===== src/rtl/shift_sequencer.sv =====
// rtl/shift_sequencer.sv - multi-cycle sequencer driving an 8-bit barrel shifter in passes of up to 7 bits
module shift_sequencer (
  input  logic       clk,
  input  logic       rst,
  input  logic       in_valid,
  output logic       in_ready,
  input  logic [7:0] in_data,
  input  logic [4:0] in_shamt,
  input  logic       in_dir,
  output logic       out_valid,
  input  logic       out_ready,
  output logic [7:0] out_data,
  output logic [7:0] bs_in,
  output logic [2:0] bs_shamt,
  output logic       bs_dir,
  input  logic [7:0] bs_out
);

  localparam logic [4:0] CHUNK_MAX = 5'd7;

  typedef enum logic [1:0] {IDLE, SHIFT, DONE} state_t;

  state_t     state, state_n;
  logic [7:0] acc;
  logic [4:0] rem;
  logic       dir_q;
  logic [4:0] chunk;
  logic [4:0] rem_next;
  logic       accept;

  assign chunk    = (rem > CHUNK_MAX) ? CHUNK_MAX : rem;
  assign rem_next = rem - chunk;
  assign accept   = in_valid && in_ready;

  always_ff @(posedge clk) begin
    if (rst) begin
      state <= IDLE;
      acc   <= 8'h00;
      rem   <= 5'd0;
      dir_q <= 1'b0;
    end else begin
      state <= state_n;
      case (state)
        IDLE: if (accept) begin
          acc   <= in_data;
          rem   <= in_shamt;
          dir_q <= in_dir;
        end
        SHIFT: begin
          acc <= bs_out;
          rem <= rem_next;
        end
        default: ;
      endcase
    end
  end

  // Every pass runs even once acc has cleared, keeping latency a pure function of shamt.
  always_comb begin
    state_n   = state;
    in_ready  = 1'b0;
    out_valid = 1'b0;
    out_data  = 8'h00;
    bs_shamt  = 3'd0;
    case (state)
      IDLE: begin
        in_ready = !rst;
        if (accept) state_n = (in_shamt != 5'd0) ? SHIFT : DONE;
      end
      SHIFT: begin
        bs_shamt = chunk[2:0];
        if (rem_next == 5'd0) state_n = DONE;
      end
      DONE: begin
        out_valid = 1'b1;
        out_data  = acc;
        if (out_ready) state_n = IDLE;
      end
      default: state_n = IDLE;
    endcase
  end

  assign bs_in  = acc;
  assign bs_dir = dir_q;

endmodule


===== config.mk =====
export PLATFORM = sky130hd
export DESIGN_NAME = shift_sequencer
export DESIGN_NICKNAME = d
export VERILOG_FILES = /design/src/rtl/shift_sequencer.sv
export SDC_FILE = /design/constraint.sdc
export NUM_CORES = 1
export LEC_CHECK = 0
export BUFFER_PORTS_ARGS = -buffer_cell sky130_fd_sc_hd__buf_2
export CORE_MARGIN = 5
export CORE_UTILIZATION = 40
export DETAILED_ROUTE_END_ITERATION = 8
export GPL_TIMING_DRIVEN = 0
export PLACE_DENSITY = 0.72
export SKIP_LAST_GASP = 1
export SLEW_MARGIN = 30
export SYNTH_ARGS = -nofsm -noshare
export SYNTH_HDL_FRONTEND = slang
export SYNTH_SLANG_ARGS = --single-unit
export TNS_END_PERCENT = 5

===== constraint.sdc =====
create_clock -name clk -period 2.27 [get_ports clk]
set_clock_uncertainty 0.15 [all_clocks]
set_input_delay 0.227 -clock clk [delete_from_list [all_inputs] [get_ports clk]]
set_output_delay 0.227 -clock clk [all_outputs]
set_load 0.01 [all_outputs]

Word level (Yosys, flattened, before mapping)
Index checks and enable logic that the tools add are counted.

Input bits: 26. Register bits after elaboration: 16. Output and inout port bits: 22. Logic and storage cells: 34.

Magnitude comparators: 1. Multiplexer cells: 14. Reductions and logical operators: 9. Eq/ne operators: 5. $add $sub $neg: 1.

Operator list (count): 8-bit two-way mux (2); 8-bit one-hot mux with 2 select lines (1); 5-bit two-way mux (2); 5-bit one-hot mux with 2 select lines (1); 2-bit two-way mux (4); 2-bit inequality test (second input constant) (3); 2-bit one-hot mux with 3 select lines (1); 5-bit by 3-bit > comparator with 1-bit output (second input constant) (1); 5-bit logical NOT (1); 5-bit nonzero test (1); 5-bit subtractor (1); 2-bit AND reduction (2); 3-bit two-way mux (1); 3-bit AND reduction (1); 2-bit by 1-bit == test with 1-bit output (second input constant) (1); 2-bit == test (second input constant) (1); 2-bit logical NOT (1); 1-bit two-way mux (2); 2-bit nonzero test (1); 1-bit logical AND (1); 1-bit logical NOT (1).

Logic depth before layout (Yosys ltp)
Depth after elaboration: 6. Depth in mapped cells: 8. Depth with buffers taken out: 7.

Worst setup path after synthesis
OpenSTA, ideal clock, no wires.

Path kind: reg-to-reg. Start point: register rem[3]. End point: register rem[4]. Path buffers: 1. Library setup time: 0.125 ns. Data required time: 1.995 ns. Setup slack: 0.583 ns. Clock period less this slack: 1.687 ns. Stages on the path, launching flop included: 9. Arrival time: 1.412 ns. Path through: dfxtp_1 buf_2 nor2_1 or2_2 ha_1 a21oi_1 nor2b_1 o21ai_0 a31oi_1.

Longest elaborated chain between the ends: 4.

RTL lines: start, declared (RTL line 25) `logic [4:0] rem;`; start signal, assigned (RTL line 46) `rem <= in_shamt;`; start signal, assigned (RTL line 51) `rem <= rem_next;`; 5-bit by 3-bit > comparator with 1-bit output (RTL line 31) `assign chunk = (rem > CHUNK_MAX) ? CHUNK_MAX : rem;`; 5-bit two-way mux (RTL line 31); 5-bit subtractor (*) (RTL line 32) `assign rem_next = rem - chunk;`; 5-bit one-hot mux with 2 select lines (*) (RTL line 43) `case (state)`.

Mark *: on every way between the ends. The rest lies on a longest branch, timed or not. A chain may end at the register's enable or synchronous reset.

Worst setup path after layout
Start point: register state[1]. End point: output port bs_shamt[2].

Longest elaborated chain between the ends: 2.

RTL lines: start, declared (RTL line 23) `state_t state, state_n;`; start signal, assigned (RTL line 42) `state <= state_n;`; 2-bit by 1-bit == test with 1-bit output (RTL line 65) `case (state)`; 3-bit two-way mux (RTL line 65); end, declared (RTL line 14) `output logic [2:0] bs_shamt,`.

No other way between the ends.

==> results.py <==
metrics = {
    "worst_hold_path": {
        "hold_path.class": "in2reg",
        "min_path_cells": 3,
        "min_from": "in_shamt[2]",
        "min_to": "rem[2]",
    },
    "sta": {
        "setup_ws_ns": 0.3137,
        "period_needed_ns": 1.956,
        "finalSetupViolCount": 0,
        "fin_tns_setup_ns": 0,
        "fmax_mhz": 511.2,
        "slew_violations": 0,
        "hold_violations": 0,
        "worst_slew_pin_slew_ns": 0.4746,
        "rsz0062_at_grt": "false",
        "period_share_pct": 86.18,
        "relSlewSlack_pct": 68.24,
    },
    "synthesis": {
        "synth-seq-area-share_pct": 34.69,
        "yosysTopAreaCell": "dfxtp_1",
        "yosys.area.top_type_share_pct": 34.69,
        "synth_area_um2": 923.4,
        "syn_area_per_cell_um2": 7.328,
        "ys_ff_latch": 16,
        "synth.area.top_cells": "dfxtp_1 (35%), nand2_1 (9.8%), o21ai_0 (7.0%)",
        "synth_cell_types": 32,
        "syn_nets": 153,
        "synth_cells": 126,
        "synth-warning-count": 0,
    },
    "routing": {
        "totalWireLength_um": 2545,
        "route.met2.wl_um": 1095,
        "initialDrtViolationCount": 44,
        "post_drt_wl_per_cell_um": 12.41,
        "drt_first_pass_iters": 5,
        "drc": 0,
        "vias_per_cell": 5.239,
        "met1Wirelength_um": 1035,
        "dr_total_vias": 1074,
        "ant_nets": 0,
        "dr_wl_met3_um": 385,
        "routed.top_layer": "met4",
    },
    "floorplanning": {
        "rows": 17,
        "die_x_um": 58.05,
        "io-pin-count": 48,
        "fp.dieH_um": 58.05,
        "dieArea_um2": 3369,
        "start_util_pct": 41.74,
        "core_area_um2": 2212,
    },
    "finish": {
        "num-nets-final": 205,
        "antenna_cells": 0,
        "syn2layout_area_growth_pct": 33.74,
        "finalInstanceArea_um2": 1235,
        "final_cell_mix": "buf_2 (50), nand2_1 (24), dfxtp_1 (16)",
        "drive_gt1_share_pct": 36.16,
        "instances_no_fill": 205,
        "final_common_cell": "buf_2",
        "fillerInstances": 216,
    },
    "place": {
        "preCtsSetupSlack_ns": 0.4496,
        "dp_hpwl_um": 1924,
        "dp_cells": 200,
        "placed_area_um2": 1189,
        "port_buffers": 46,
        "place.gp.congestion": 0.9322,
    },
    "power": {
        "power_density_nw_per_um2": 719.3,
        "leakage_nw": 0.5717,
        "finalPower_mw": 0.8883,
        "vdd_drop_max_uv": 409.9,
    },
    "critical_path": {
        "end_kind": "primary output",
        "rr_endpoint": "rem[4]",
        "worstPathRequired_ns": 1.89,
        "start_kind": "flop",
        "critPathArrivalTime_ns": 1.58,
        "crit_type": "reg2out",
        "r2r_cells": 8,
        "crit_fanout": 10,
        "reg2reg_from": "rem[3]",
        "r2r_slack_ns": 0.41,
    },
    "flow_run": {
        "maxCapViolations": 0,
    },
    "clock_network": {
        "insertion_delay_ns": 0.28,
        "h-tree-depth": 1,
        "clock_sinks": 16,
        "clk_path_buf_depth": 2,
        "cts_setup_buffers": 0,
        "root_buffer": "clkbuf_4",
        "cts_made_buffers": 3,
        "cts_tree": "done",
        "clk_pin_slew_ns": 0.09,
    },
    "global_route": {
        "overflow": 0,
        "grt_pass1_wl_um": 4278,
        "grt_usage_pct": 15.99,
        "grt_pass1_vias": 981,
        "antenna_found_initial": 0,
        "grt_max_degree": 11,
    },
    "run_status": {
        "status": "finished, final reports clean",
    },
}
[routing by layer]
layer	up-vias	global-route usage [%]
met3	8	3.563
met1	459	20.59
met2	64	25.48
li1	543	-
met4	0	6.954
met5	-	0
[critical path, cell delays in order, from the launching register on]
cell      delay, ns
dfxtp_1        0.46
nand2b_1       0.22
clkbuf_1       0.37
nor2_1         0.09
buf_2          0.15
[power by group]
| part | switching, mW | internal (mW) | total (mW) |
|---|---|---|---|
| Sequential | 0.0415 | 0.329 | 0.370 |
| Combinational | 0.187 | 0.145 | 0.332 |
| Clock | 0.0885 | 0.0976 | 0.186 |
| Total | 0.317 | 0.571 | 0.888 |
[worst max-delay path by stage]
stage | cells past startpoint | end | from | slack, ns
after global placement | 7 | rem[2] | rem[3] | 0.48
after floorplan | 8 | rem[4] | rem[3] | 0.58
after detailed placement | 8 | rem[4] | rem[3] | 0.45
after global routing | 4 | out_data[0] | state[1] | 0.1
after CTS | 4 | out_data[4] | state[1] | 0.27
final | 4 | bs_shamt[2] | state[1] | 0.31
[logic make-up (layout without fill, tap and decap cells)]
| logic type | Yosys count | after routing | share of synthesized area (%) |
|---|---|---|---|
| AND/OR/NAND/NOR | 62 | 62 | 32.66 |
| AO/OA/AOI/OAI | 35 | 35 | 24.26 |
| adder cells (fa/ha/maj) | 1 | 1 | 1.355 |
| buffers and inverters | 12 | 63 | 7.046 |
| flip-flops | 16 | 16 | 34.69 |
[sequential cells by signal, summed over array words and instances, names as in the netlist]
signal / flops
bs_in: 8
rem: 5
state: 2
bs_dir: 1
[per-stage QoR]
stage	hold slack (ns)	utilization, %
global route	0.02725	55.83
detailed placement	0.2805	53.73
finish	0.02634	55.83
CTS	0.02584	55.83
floorplan	0.1856	-
global placement	0.2732	53.73
[layout make-up]
class                   count  area (um^2)  share of cell area, %
well taps                  28        35.03                  2.837
clock buffers               4        36.28                  2.938
plain buffers               9        53.80                  4.357
flip-flops and latches     16        320.3                  25.94
inverters                   3        11.26                 0.9119
multi-input cells          98        538.0                  43.57
repair buffers             47        240.2                  19.45
[cell usage after synthesis, drive strengths merged]
| library cell | instances |
|---|---|
| o21ai | 13 |
| nand2 | 24 |
| inv | 3 |
| or3 | 1 |
| or2 | 2 |
| and2 | 8 |
| clkbuf | 2 |
| a31o | 1 |
| nor2b | 2 |
| or4 | 1 |
| ha | 1 |
| and3 | 1 |
| o21ba | 1 |
| dfxtp | 16 |
| nand4 | 1 |
| nor2 | 11 |
| a32oi | 1 |
| nor3b | 1 |
| buf | 7 |
| a31oi | 10 |
| a22o | 1 |
| a2111oi | 1 |
| nand3 | 3 |
| a22oi | 1 |
| nand2b | 2 |
| nor3 | 5 |
| a21oi | 4 |
| o32ai | 1 |
| o311ai | 1 |
[what timing repair did]
item,CTS,global route
gates resized for setup,0,0
hold endpoints to repair,1,0
hold buffers,1,0
(Power assumes the default switching activity.)
